`src/rtl/uart_interval_pkg.sv`:
```
// ---------------------------------------------------------------------------
// uart_interval_pkg
//
// Shared definitions for the 5-byte interval command frame:
//     HDR0 HDR1 INT_HI INT_LO TAIL
// The transmitter (uart_interval_frame_tx) and the far-end receiver both use
// these constants, so the frame format is defined in exactly one place.
//
// Contents:
//     HDR0, HDR1         header bytes that open every frame
//     TAIL_ON, TAIL_OFF  tail byte for enable / disable commands
//     FRAME_LEN          number of bytes in a frame
//     state_t            transmitter FSM states
//     byte_idx_t         index of the byte currently being sent
//     frame_byte()       byte mux: frame position -> byte value
// ---------------------------------------------------------------------------
package uart_interval_pkg;

    localparam logic [7:0] HDR0     = 8'hEE;
    localparam logic [7:0] HDR1     = 8'hDD;
    localparam logic [7:0] TAIL_ON  = 8'hCC;
    localparam logic [7:0] TAIL_OFF = 8'hBB;
    localparam int         FRAME_LEN = 5;

    typedef enum logic [1:0] {
        ST_IDLE,
        ST_WAIT_RDY,
        ST_SEND,
        ST_GAP
    } state_t;

    typedef logic [2:0] byte_idx_t;

    localparam byte_idx_t LAST_IDX = byte_idx_t'(FRAME_LEN - 1);

    // Payload bytes go out verbatim; a header-like interval (e.g. 16'hEEDD)
    // is not escaped; the receiver resynchronises on the HDR0/HDR1 pair.
    function automatic logic [7:0] frame_byte(input byte_idx_t   idx,
                                              input logic        en,
                                              input logic [15:0] interval);
        logic [7:0] b;
        b = 8'h00;
        case (idx)
            3'd0:    b = HDR0;
            3'd1:    b = HDR1;
            3'd2:    b = interval[15:8];
            3'd3:    b = interval[7:0];
            3'd4:    b = en ? TAIL_ON : TAIL_OFF;
            default: b = 8'h00;
        endcase
        return b;
    endfunction

endpackage

```
`src/rtl/uart_interval_frame_tx.sv`:
```
// ---------------------------------------------------------------------------
// uart_interval_frame_tx
//
// Captures one interval command and feeds its 5-byte frame to a byte-wide
// UART transmitter, one byte per ready/strobe handshake, with a programmable
// idle gap after every strobe.
//
// Parameters:
//     GAP_CYCLES    idle clk cycles after each strobe (1..65535)
//
// Ports:
//     clk           system clock
//     rst_n         synchronous active-low reset
//     req           command request, sampled only while idle
//     req_enable    1 = enable frame (TAIL_ON), 0 = disable frame (TAIL_OFF)
//     req_interval  16-bit interval, used only for enable frames
//     busy          high from the cycle after acceptance until frame end
//     done          one-cycle pulse when the last byte's gap expires
//     tx_data       byte presented to the UART, qualified by tx_wen
//     tx_wen        one-cycle write strobe to the UART
//     tx_ready      UART can accept a byte
//
// All outputs are registered. With tx_ready held high, strobes are spaced
// GAP_CYCLES+2 cycles apart (SEND + GAP + WAIT_RDY).
// ---------------------------------------------------------------------------
module uart_interval_frame_tx
    import uart_interval_pkg::*;
#(
    parameter int unsigned GAP_CYCLES = 16
) (
    input  logic        clk,
    input  logic        rst_n,
    input  logic        req,
    input  logic        req_enable,
    input  logic [15:0] req_interval,
    output logic        busy,
    output logic        done,
    output logic [7:0]  tx_data,
    output logic        tx_wen,
    input  logic        tx_ready
);

    // The counter runs GAP_CYCLES-1 down to 0, so GAP lasts GAP_CYCLES cycles.
    localparam logic [15:0] GAP_LOAD = 16'(GAP_CYCLES - 1);

    state_t      state_q, state_d;
    byte_idx_t   idx_q,   idx_d;
    logic [15:0] gap_q,   gap_d;
    logic        en_q,    en_d;
    logic [15:0] int_q,   int_d;
    logic        busy_d;
    logic        done_d;
    logic [7:0]  tx_data_d;
    logic        tx_wen_d;

    always_ff @(posedge clk) begin
        if (!rst_n) begin
            state_q <= ST_IDLE;
            idx_q   <= '0;
            gap_q   <= '0;
            en_q    <= 1'b0;
            int_q   <= '0;
            busy    <= 1'b0;
            done    <= 1'b0;
            tx_data <= 8'h00;
            tx_wen  <= 1'b0;
        end else begin
            state_q <= state_d;
            idx_q   <= idx_d;
            gap_q   <= gap_d;
            en_q    <= en_d;
            int_q   <= int_d;
            busy    <= busy_d;
            done    <= done_d;
            tx_data <= tx_data_d;
            tx_wen  <= tx_wen_d;
        end
    end

    // Next-state and next-output logic. Outputs are computed one cycle ahead
    // so that tx_wen is high exactly while the FSM sits in SEND, and done/busy
    // change on the same edge that returns the FSM to IDLE.
    always_comb begin
        state_d   = state_q;
        idx_d     = idx_q;
        gap_d     = gap_q;
        en_d      = en_q;
        int_d     = int_q;
        busy_d    = busy;
        done_d    = 1'b0;
        tx_data_d = tx_data;
        tx_wen_d  = 1'b0;

        unique case (state_q)
            ST_IDLE: begin
                if (req) begin
                    en_d    = req_enable;
                    // A disable frame always carries 00 00 as its interval.
                    int_d   = req_enable ? req_interval : 16'h0000;
                    idx_d   = '0;
                    busy_d  = 1'b1;
                    state_d = ST_WAIT_RDY;
                end
            end

            ST_WAIT_RDY: begin
                // tx_ready is only looked at here; no timeout.
                if (tx_ready) begin
                    tx_wen_d  = 1'b1;
                    tx_data_d = frame_byte(idx_q, en_q, int_q);
                    state_d   = ST_SEND;
                end
            end

            ST_SEND: begin
                gap_d   = GAP_LOAD;
                state_d = ST_GAP;
            end

            ST_GAP: begin
                if (gap_q == 16'd0) begin
                    if (idx_q == LAST_IDX) begin
                        done_d  = 1'b1;
                        busy_d  = 1'b0;
                        state_d = ST_IDLE;
                    end else begin
                        idx_d   = idx_q + byte_idx_t'(1);
                        state_d = ST_WAIT_RDY;
                    end
                end else begin
                    gap_d = gap_q - 16'd1;
                end
            end

            default: begin
                state_d = ST_IDLE;
            end
        endcase
    end

endmodule

```
`config.mk`:
```
export PLATFORM = sky130hd
export DESIGN_NAME = uart_interval_frame_tx
export DESIGN_NICKNAME = d
export VERILOG_FILES = /design/src/rtl/uart_interval_pkg.sv /design/src/rtl/uart_interval_frame_tx.sv
export SDC_FILE = /design/constraint.sdc
export NUM_CORES = 1
export LEC_CHECK = 0
export BUFFER_PORTS_ARGS = -buffer_cell sky130_fd_sc_hd__buf_4
export CAP_MARGIN = 15
export CORE_ASPECT_RATIO = 1.25
export CORE_MARGIN = 3
export CORE_UTILIZATION = 51
export DETAILED_ROUTE_END_ITERATION = 10
export PLACE_DENSITY = 0.75
export RECOVER_POWER = 50
export SLEW_MARGIN = 20
export SYNTH_ARGS = -nofsm -noshare
export SYNTH_HDL_FRONTEND = slang
export SYNTH_SLANG_ARGS = --single-unit
```
`constraint.sdc`:
```
create_clock -name clk -period 1.96 [get_ports clk]
set_input_delay 0.392 -clock clk [delete_from_list [all_inputs] [get_ports clk]]
set_output_delay 0.392 -clock clk [all_outputs]
set_load 0.02 [all_outputs]
```
After elaboration in Yosys (flattened, before gate mapping) --
Cells that the tools add are included.
Storage, ports and cells: register bits after elaboration 49, input port bits 21, output and inout bits 11, logic and storage cells 57
Operators by class: add/sub/neg operators 2, equal/unequal tests 13, muxes and demuxes 20, reduce and logical (&&, ||, !) cells 13
Operators with widths (count):
- case mux 8 bit (5 select lines) | 1
- 2-to-1 mux 16 bit | 2
- case mux 16 bit (2 select lines) | 1
- zero test 16 bit | 1
- subtractor 16 x 1 -> 16 bit, second input constant | 1
- != test 2 bit, second input constant | 6
- 2-to-1 mux 3 bit | 3
- case mux 2 bit (4 select lines) | 1
- AND reduction 2 bit | 4
- AND reduction 4 bit | 2
- 2-to-1 mux 7 bit | 1
- equality test 3 x 2 -> 1 bit, second input constant | 2
- 2-to-1 mux 1 bit | 6
- 2-to-1 mux 2 bit | 3
- case mux 3 bit (2 select lines) | 1
- AND reduction 3 bit | 2
- equality test 2 bit, second input constant | 2
- nonzero test 2 bit | 2
- adder 3 x 1 -> 3 bit, second input constant | 1
- equality test 3 x 1 -> 1 bit, second input constant | 1
- equality test 3 bit, second input constant | 1
- zero test 3 bit | 1
- equality test 2 x 1 -> 1 bit, second input constant | 1
- zero test 2 bit | 1
- case mux 1 bit (2 select lines) | 1

Logic depth before layout (Yosys ltp) --
Gate-level depths: netlist (run 1).
depth after elaboration 4, gate-level depth with buffers 8, mapped depth without buffers 7

Least setup slack after synthesis (run 1) --
No wires, ideal clock.
path kind flip-flop to flip-flop, from register gap_q[0], to register idx_q[0], library setup time 0.065 ns, arrival 1.791 ns, required time 1.895 ns, path slack 0.103 ns, stages on the path, launching flop included 8, path buffers 0, clock period less this slack 1.857 ns, cell sequence dfxtp_1 inv_1 ha_1 nor3b_1 nand3_1 nor3_2 mux2_2 nor2_1
On the way: cells in the longest elaborated chain, start to end 3
Ends and longest elaborated chain:
- from (decl) | RTL line uart_interval_frame_tx.sv:48 | logic [15:0] gap_q, gap_d;
- from (signal assigned) | RTL line uart_interval_frame_tx.sv:70 | gap_q <= gap_d;
- zero test 16 bit | RTL line uart_interval_frame_tx.sv:121 | if (gap_q == 16'd0) begin
- != test 2 bit (no source line)
- AND reduction 4 bit (no source line)
- to (signal assigned) | RTL line uart_interval_frame_tx.sv:69 | idx_q <= idx_d;
- to (decl) | RTL line uart_interval_frame_tx.sv:47 | byte_idx_t idx_q, idx_d;
Every way passes these cells. A chain may end at the register's enable or synchronous reset.

Final worst setup path (run 1) --
from register gap_q[0], to register gap_q[15]
On the way: cells in the longest elaborated chain, start to end 3, elaborated cells between the ends (all ways) 6, those cells by class add/sub (1); eq/ne (1); mux (2); reduce/logical (2)
Ends and longest elaborated chain (RTL line):
- subtractor 16 x 1 -> 16 bit or zero test 16 bit (tied branches) | uart_interval_frame_tx.sv:131, uart_interval_frame_tx.sv:121
- 2-to-1 mux 16 bit or != test 2 bit (tied branches)
- case mux 16 bit (2 select lines) or AND reduction 2 bit (tied branches)
Parallel ways exist; a longest one is shown, timed or not. The select of a mux whose other input is x is not followed.

==> implementation parameters, run 1 <==
Parameter                              Value

Run status
  Status    finished clean

Power
  Net switching power of the design    ~1.8 mW
  Cell internal pwr    ~2.4 mW
  Net switching share of the total power    ~42%
  Combinational share of power    49.5%
  Clock network power share    17.3%
  Peak ir drop on the vdd network    0.6795 mV
  Power Dens Cells    1466 mW/mm2
  Leakage    1.131 nW
  Share of total power in sequential cells    33.2%

Routing
  Iteration count of the initial detailed-routing pass    4
  WL per Instance    14.52 um
  DRT Wirelength    5561 um
  Antenna Violating Nets Remaining    0
  Iteration-0 DRC count of the detailed router    approximately 180
  Total number of vias    ~2,200
  Remaining routing DRC violations    0
  Via-per-instance ratio    around 5.7

Min path
  Path type of the worst min-delay path    input port to register
  Endpoint of the worst hold path    int_q[6]
  Hold path start    req_interval[6]
  Instance count along the most critical hold path    3

Placement
  Total placed cells including tap cells    373
  Post-detailed-placement cell area    0.002734 mm2
  Setup slack at placement    14.36 ps
  Post-DP HPWL    ~4000 um
  Port bufs    31
  Placer's final routability congestion estimate    0.8884

Cells and area
  Sequential cell area    983.4 um2
  Number of nets in the final layout    ~360
  Total area of multi-input combinational cells    0.001361 mm2
  Total of fill cells in the finished design    403
  Share of cells above drive strength 1    20.00%
  Number of standard cells in the final layout excluding fillers    383
  Non-Filler Cell Area, Final    0.002883 mm2
  Layout-stage area growth over the synthesis result    21.45%
  # diodes    0
  Final cell utilization of the core    between 60% and 70%

Clock network
  Clock-pin slew on the worst setup and hold paths    90 ps
  CTS Sinks    49
  H-tree depth    2
  Buffers from clock root to sink, at most    2
  Number of hold buffers added after CTS    0
  Clk Latency, worst-skew pair    about 300 ps
  Number of buffers added by the clock tree synthesis step    5
  TritonCTS clock tree    done
  Root buffer selected by CTS    clkbuf_8

Global route
  Maximum number of pins on one net before global-route repair    19
  Via count of the first global-routing pass    2,045
  GR Overflow Total    0
  Aggregate global-route resource usage    21.77%
  Global-route wire length before repair    a little over 9000 um
  Number of antenna violations at the first check in global routing    0

Die
  Die Wd    67.02 um
  Number of primary I/O pins    32
  Placement Rows    27
  Effective utilization at floorplan    53.23%
  Overall die height    ~82 um
  Core outline area    0.004459 mm2
  Die area    0.005513 mm2

STA
  Total count of max-transition violations in the final report    0
  Slack of the critical path    38.16 ps
  Fin crit period    1922 ps
  Worst hold slack    361.5 ps
  Post-route fraction of the period consumed by the critical path    ~98%
  Worst Tran Pin Value    695.3 ps
  Number of hold-slack violations in the final timing report    0
  Headroom to the max-slew limit    53.55%
  Post-Route Skew    7.091 ps
  Final setup violation count    0
  Peak Freq    approximately 520 MHz
  RSZ-0062 raised after global routing    yes

Synth
  Library cell with the largest summed area after synthesis    dfxtp_1
  Post-synthesis average cell area    8.387 um2
  Top-area cell type share of the netlist area    41.33%
  Fraction of synthesis flops using an asynchronous set or reset pin    0%
  Leading register cell type out of synthesis    dfxtp_1
  Top cells by area, synth    dfxtp_1 (41%), a21oi_1 (5.5%), nand2_1 (5.4%), ha_1 (5.3%), nand3_1 (4.6%)
  Synth Net Count    314
  EDFF count, synth    0
  Syn Std Cell Area    0.002374 mm2
  Register bit total from synthesis    49
  Number of synthesis warnings    0
  Leading post-synthesis cells by instance count    dfxtp_1 (49), nand2_1 (34), a21oi_1 (26)
  Post-synthesis cell type count    50
  Most frequently used cell type in the post-synthesis netlist    dfxtp_1
  Synthesized instance count    ~280
  Post-synthesis sequential area ratio    41.33%

Critical path
  Critical Path Fanout Max    4
  Setup slack, reg-to-reg    40 ps
  Kind of start point of the critical path    register
  Data arrival time of the worst path    ~2200 ps
  FF-to-FF Start    gap_q[0]
  Worst R2R End    gap_q[15]
  Type of the worst setup path    register to register
  Type of element capturing the critical path    register
  Required time reported for the critical path endpoint    about 2200 ps
  FF-to-FF path depth    5

Run
  Max Cap Viol    0
[critical path, stage by stage, from the launching register on]
cell	delay, ps
dfxtp_2	340
or4_4	560
nor3_4	250
nand4b_4	150
or4_4	430
a21oi_2	140
[cell families after synthesis]
family / share of synthesized area (%)
AND/OR/NAND/NOR: 24.51
XOR/XNOR: 1.845
multiplexers: 1.371
flip-flops: 41.33
buffers and inverters: 3.848
adder cells (fa/ha/maj): 5.271
AO/OA/AOI/OAI: 21.82
[through the flow]
step	setup TNS [ps]	power, mW
global route	-29.78	4.553
finish	0	4.226
detailed placement	0	3.341
global placement	0	3.298
floorplan	0	2.687
CTS	0	4.104
[registers in the layout, indices dropped and copies added, names as in the netlist]
register / count
done: 1
tx_data: 8
tx_wen: 1
idx_q: 3
en_q: 1
int_q: 16
state_q: 2
gap_q: 16
busy: 1
[routing by layer]
metal  global-route usage (%)  part of all wire (%)  vias to the layer above
met3                    4.465                   4.2                        6
met1                    26.09                    43                     1022
met5                        0                     0                        -
met2                    39.04                    51                       53
li1                         -                     -                     1107
met4                    5.882                   1.0                        0
[power by group through the flow]
stage / sequential, mW / clock, mW / combinational, mW
3_3_place_gp: 1.40 / 0 / 1.90
2_1_floorplan: 1.41 / 0 / 1.28
5_1_grt: 1.43 / 0.792 / 2.33
6_report: 1.40 / 0.730 / 2.09
4_1_cts: 1.39 / 0.748 / 1.97
3_5_place_dp: 1.41 / 0 / 1.94
[placed cells by master, fill, tap and decap left out, drive strengths merged, types with 2 or more instances in the layout]
cell type  instances
a211oi             2
a21boi             2
a21o               2
a21oi             26
a221o              6
a22oi              9
a31o               2
a31oi              6
and2               4
buf               35
clkbuf            17
dfxtp             49
ha                10
inv               11
mux2               2
nand2             34
nand2b             4
nand3             22
nand4b             3
nor2              25
nor3               8
nor4               3
o2111ai            2
o211ai             2
o21a               3
o21ai             10
or3                2
or4                3
xnor2              2
xor2               3
[worst max path at each step]
stage	startpoint	depth (start not counted)	end	slack, ps
after global routing	gap_q[0]	5	gap_q[15]	-20
final	gap_q[0]	5	gap_q[15]	40
after global placement	gap_q[0]	9	gap_q[12]	80
after CTS	gap_q[0]	5	gap_q[15]	30
after detailed placement	gap_q[0]	8	gap_q[15]	10
after floorplan	gap_q[0]	7	idx_q[0]	100
[layout make-up]
class	count	share of cell area, %
Multi-Input combinational cell	210	47.22
Sequential cell	49	34.11
Timing Repair Buffer	47	10.72
Tap cell	58	2.517
Clock buffer	5	2.387
Clock inverter	3	1.606
Inverter	11	1.432
[what timing repair did]
action                                  CTS  global route
gates resized for setup                   2            12
endpoints found under the setup margin    3             6
setup buffers                             0             2
pin swaps                                 0             3
No activity file was read; power rests on OpenSTA's default activity.
==> run 2, diff against run 1 <==
--- a/config.mk
+++ b/config.mk
@@ -11,6 +11,7 @@
 export CORE_MARGIN = 3
 export CORE_UTILIZATION = 51
 export DETAILED_ROUTE_END_ITERATION = 10
+export GPL_TIMING_DRIVEN = 0
 export PLACE_DENSITY = 0.75
 export RECOVER_POWER = 50
 export SLEW_MARGIN = 20
==> implementation parameters, run 2 (synthesis results as in run 1) <==
Parameter                              Value

STA
  Worst Tran Pin Value    557.0 ps
  Post-route fraction of the period consumed by the critical path    97.72%
  Peak Freq    522.1 MHz
  Slack of the critical path    44.70 ps
  RSZ-0062 raised after global routing    yes
  Fin crit period    about 1900 ps
  Headroom to the max-slew limit    62.87%
  Final setup violation count    0
  Total count of max-transition violations in the final report    0
  Post-Route Skew    4.543 ps
  Number of hold-slack violations in the final timing report    0

Critical path
  Type of the worst setup path    register to register
  Data arrival time of the worst path    2150 ps
  Slowest CP cell    or4_4
  FF-to-FF Start    gap_q[0]
  Setup slack, reg-to-reg    40 ps
  Critical Path Fanout Max    4
  Required time reported for the critical path endpoint    ~2200 ps
  Kind of start point of the critical path    register
  Worst setup path startpoint    gap_q[0]
  Largest stage delay on the critical path    550 ps
  Type of element capturing the critical path    register
  Crit-path cells    or4_4 > nor3_4 > nand4b_2 > or4_1 > a21oi_1

Clock network
  Buffers from clock root to sink, at most    2
  Root buffer selected by CTS    clkbuf_8
  TritonCTS clock tree    done
  Number of buffers added by the clock tree synthesis step    5
  CTS Sinks    between 40 and 50
  Clock-pin slew on the worst setup and hold paths    approximately 90 ps
  H-tree depth    2
  Clk Latency, worst-skew pair    300 ps
  Number of hold buffers added after CTS    0

Die
  Effective utilization at floorplan    53.23%
  Core outline area    0.004459 mm2
  Number of primary I/O pins    32
  Overall die height    82.27 um
  Placement Rows    27
  Die Wd    67.02 um
  Die area    0.005513 mm2

Routing
  Iteration count of the initial detailed-routing pass    4
  WL per Instance    15.35 um
  Iteration-0 DRC count of the detailed router    162
  DRT Wirelength    5895 um
  Total number of vias    2,254
  Remaining routing DRC violations    0
  Antenna Violating Nets Remaining    0
  Via-per-instance ratio    a little under 6

Cells and area
  Largest registers    gap_q x16, int_q x16, tx_data x8
  # diodes    0
  Commonest cells after routing, fill and taps aside    dfxtp_1 (46), nand2_1 (34), nor2_1 (25), a21oi_1 (24), buf_4 (23)
  Number of nets in the final layout    between 300 and 400
  Most frequent standard cell in the layout excluding fill and tap cells    dfxtp_1
  Share of cells above drive strength 1    around 18%
  Layout-stage area growth over the synthesis result    22.35%

Global route
  Via count of the first global-routing pass    between 2,000 and 2,500
  Aggregate global-route resource usage    22.07%
  GR Overflow Total    0
  Maximum number of pins on one net before global-route repair    16
  Number of antenna violations at the first check in global routing    0
  Global-route wire length before repair    9432 um

Power
  Leakage    1.121 nW
  Power Dens Cells    1541 mW/mm2
  Peak ir drop on the vdd network    ~0.66 mV
  Post-layout total power    4.474 mW

Placement
  Placer's final routability congestion estimate    0.8514
  Post-DP HPWL    roughly 4200 um
  Port bufs    30
  Setup slack at placement    -278.7 ps

Min path
  Path type of the worst min-delay path    input port to register
  Hold path start    req_interval[10]

Run status
  Status    finished clean

Run
  Max Cap Viol    0
-- run 2: critical path, delay by kind of cell (launching register included) --
kind	cells	cell delay (ps)
AOI/OAI and AO/OA	1	170
and+or+nand+nor	4	1310
DFF	1	370
-- run 2: power by group --
| part | switching, mW | internal [mW] |
|---|---|---|
| clock network | 0.345 | 0.507 |
| logic | 1.31 | 0.896 |
| registers | 0.211 | 1.21 |
| total | 1.87 | 2.61 |
-- run 2: final timing paths --
kind | end | cells after the start
worst max-delay path | gap_q[15] | 5
worst max register to register | gap_q[15] | 5
worst min-delay path | int_q[10] | 3
worst min register to register | int_q[8] | 2
-- run 2: repair_timing --
action / 4_1_cts / 5_1_grt
endpoints found under the setup margin: 15 / 30
buffers inserted: 3 / 3
pin swaps: 2 / 5
resized for setup: 6 / 19
hold endpoints to repair: 0 / 0
-- run 2: area by class of cell --
class | count | area (um2)
Fill cell | 393 | 1555
Clock buffer | 5 | 68.82
Inverter | 11 | 41.29
Clock inverter | 3 | 65.06
Sequential cell | 49 | 987.2
Buffer | 12 | 51.30
Timing Repair Buffer | 36 | 245.2
Tap cell | 58 | 72.57
Multi-Input combinational cell | 210 | 1373
-- run 2: metrics by stage --
stage	hold slack (ps)	std cells	setup TNS [ps]	utilization, %	cell area [um2]
6_report	360.8	384	0	65.12	2904
3_5_place_dp	444.4	371	-1510	59.90	2671
4_1_cts	352.1	382	0	64.03	2855
3_3_place_gp	438.8	371	-965.0	59.90	2671
5_1_grt	358.1	384	-37.98	65.12	2904
2_1_floorplan	431.6	283	0	-	2374
-- run 2: layer usage --
metal | GRT usage (%) | vias up | part of all wire [%]
li1 | - | 1110 | -
met1 | 25.40 | 1060 | 41
met2 | 39.23 | 63 | 51
met3 | 4.195 | 21 | 4.5
met4 | 9.736 | 0 | 3.8
met5 | 0 | - | 0
==> run 3, diff against run 2 <==
--- a/config.mk
+++ b/config.mk
@@ -5,15 +5,15 @@
 export SDC_FILE = /design/constraint.sdc
 export NUM_CORES = 1
 export LEC_CHECK = 0
-export BUFFER_PORTS_ARGS = -buffer_cell sky130_fd_sc_hd__buf_4
 export CAP_MARGIN = 15
 export CORE_ASPECT_RATIO = 1.25
 export CORE_MARGIN = 3
-export CORE_UTILIZATION = 51
+export CORE_UTILIZATION = 55
 export DETAILED_ROUTE_END_ITERATION = 10
+export DONT_BUFFER_PORTS = 1
 export GPL_TIMING_DRIVEN = 0
-export PLACE_DENSITY = 0.75
-export RECOVER_POWER = 50
+export PLACE_DENSITY = 0.73
+export RECOVER_POWER = 25
 export SLEW_MARGIN = 20
 export SYNTH_ARGS = -nofsm -noshare
 export SYNTH_HDL_FRONTEND = slang
==> implementation parameters, run 3 (synthesis results as in run 1) <==
Parameter                              Value

Clock network
  Buffers from clock root to sink, at most    2
  Root buffer selected by CTS    clkbuf_8
  H-tree depth    2
  Number of hold buffers added after CTS    0
  TritonCTS clock tree    done
  Clock-pin slew on the worst setup and hold paths    100 ps
  Number of buffers added by the clock tree synthesis step    5
  Clk Latency, worst-skew pair    310 ps
  CTS Sinks    49

Cells and area
  # diodes    0
  Share of cells above drive strength 1    12.63%
  Number of nets in the final layout    323
  Most frequent standard cell in the layout excluding fill and tap cells    dfxtp_1
  Layout-stage area growth over the synthesis result    11.02%
  Largest registers    gap_q x16, int_q x16, tx_data x8
  Total of fill cells in the finished design    between 300 and 400
  Commonest cells after routing, fill and taps aside    dfxtp_1 (46), nand2_1 (34), nor2_1 (25), a21oi_1 (24), nand3_1 (20)
  Final cell utilization of the core    63.78%

Global route
  Met3 layer usage reported by global route    4.225%
  Number of antenna violations at the first check in global routing    0
  Met1 Use GR    between 20% and 30%
  Met2 Track Usage GR    39.20%
  GR Overflow Total    0
  Aggregate global-route resource usage    21.23%
  Maximum number of pins on one net before global-route repair    18
  Most used routing layer in global routing    met2
  Via count of the first global-routing pass    1,933
  Global-route wire length before repair    ~8700 um

Power
  Clock network power share    between 15 and 20%
  Peak ir drop on the vdd network    between 0.7 and 0.8 mV
  Net switching share of the total power    between 40 and 50%
  Combinational share of power    approximately half
  Power Dens Cells    1538 mW/mm2
  Cell internal pwr    2.202 mW
  Leakage    0.9704 nW
  Net switching power of the design    1.850 mW
  Share of total power in sequential cells    35.9%

Routing
  WL per Instance    15.84 um
  Iteration count of the initial detailed-routing pass    4
  Iteration-0 DRC count of the detailed router    172
  DRT Wirelength    5529 um
  Remaining routing DRC violations    0
  Total number of vias    roughly 2,100
  Via-per-instance ratio    5.951
  Antenna Violating Nets Remaining    0

STA
  Final setup violation count    1
  Post-route fraction of the period consumed by the critical path    102.0%
  Peak Freq    500.2 MHz
  Headroom to the max-slew limit    about 65%
  RSZ-0062 raised after global routing    yes
  Post-Route Skew    ~9.3 ps
  Worst hold slack    227.3 ps
  Fin crit period    1999 ps
  Total count of max-transition violations in the final report    0
  Number of hold-slack violations in the final timing report    0
  Worst Tran Pin Value    523.1 ps
  Slack of the critical path    -39.35 ps

Critical path
  FF-to-FF Start    gap_q[0]
  Type of element capturing the critical path    register
  Required time reported for the critical path endpoint    2200 ps
  Data arrival time of the worst path    roughly 2200 ps
  Type of the worst setup path    register to register
  Critical Path Fanout Max    5
  Kind of start point of the critical path    register
  Worst setup path startpoint    gap_q[0]
  FF-to-FF path depth    5

Placement
  Setup slack at placement    -221.9 ps
  Placer's final routability congestion estimate    0.8478
  Port bufs    0
  Post-DP HPWL    3841 um

Die
  Core outline area    0.004131 mm2
  Die area    0.005144 mm2
  Number of primary I/O pins    32
  Overall die height    79.45 um
  Placement Rows    26
  Effective utilization at floorplan    57.45%
  Die Wd    64.76 um

Run status
  Failing checks    negative setup slack
  Status    finished with violations

Min path
  Instance count along the most critical hold path    2
  Path type of the worst min-delay path    input port to register
  Hold path start    rst_n

Run
  Max Cap Viol    0
run 3: cell types whose count changed in the layout (fill, tap and decap cells not counted), sizes merged:
cell | before | now
clkinvlp | 0 | 1
inv | 11 | 12
buf | 27 | 6
bufinv | 2 | 0
clkbuf | 26 | 14
run 3: what timing repair did:
action,in CTS,in global routing
endpoints found under the setup margin,13,25
pin swaps,1,2
resized for setup,5,14
setup buffers,2,1
hold endpoints to repair,0,0
run 3: routing by layer:
metal | vias to the layer above | part of all wire, %
li1 | 1044 | -
met1 | 971 | 41
met2 | 54 | 53
met3 | 8 | 4.8
met4 | 0 | 1.0
met5 | - | 0
run 3: final cells by class:
| cell class | instances | area (um2) | share of cell area (%) |
|---|---|---|---|
| sequential | 49 | 984.7 | 37.37 |
| buffer | 12 | 47.55 | 1.804 |
| tap | 56 | 70.07 | 2.659 |
| multi-input combinational | 210 | 1375 | 52.18 |
| inverter | 11 | 41.29 | 1.567 |
| timing repair buffer | 3 | 22.52 | 0.8547 |
| clock buffer | 5 | 68.82 | 2.612 |
| clock inverter | 3 | 25.02 | 0.9497 |
run 3: worst max-delay path, stage by stage, from the launching register on:
cell      delay, ps
dfxtp_2         350
or4_4           560
nor3_4          280
nand4b_4        160
or4_4           450
a21oi_2         150
run 3: power by group through the flow:
| stage | sequential (mW) | clock [mW] | combinational (mW) |
|---|---|---|---|
| 5_1_grt | 1.48 | 0.669 | 2.15 |
| 2_1_floorplan | 1.41 | 0 | 1.28 |
| 3_5_place_dp | 1.46 | 0 | 1.57 |
| 6_report | 1.45 | 0.629 | 1.97 |
| 4_1_cts | 1.44 | 0.636 | 1.75 |
| 3_3_place_gp | 1.45 | 0 | 1.57 |
run 3: path summary, 6_finish.rpt:
check              endpoint  slack [ps]
setup / recovery  gap_q[15]         -40
hold / removal     gap_q[7]         230
setup reg to reg  gap_q[15]         -40
hold reg to reg   int_q[15]         460
run 3: stage by stage:
stage | area (um2) | cells | setup TNS (ps) | total power, mW
2_1_floorplan | 2374 | 283 | 0 | 2.687
3_3_place_gp | 2444 | 339 | -1111 | 3.025
3_5_place_dp | 2444 | 339 | -943.3 | 3.029
4_1_cts | 2579 | 349 | 0 | 3.823
5_1_grt | 2635 | 349 | -145.9 | 4.296
6_report | 2635 | 349 | -39.35 | 4.052
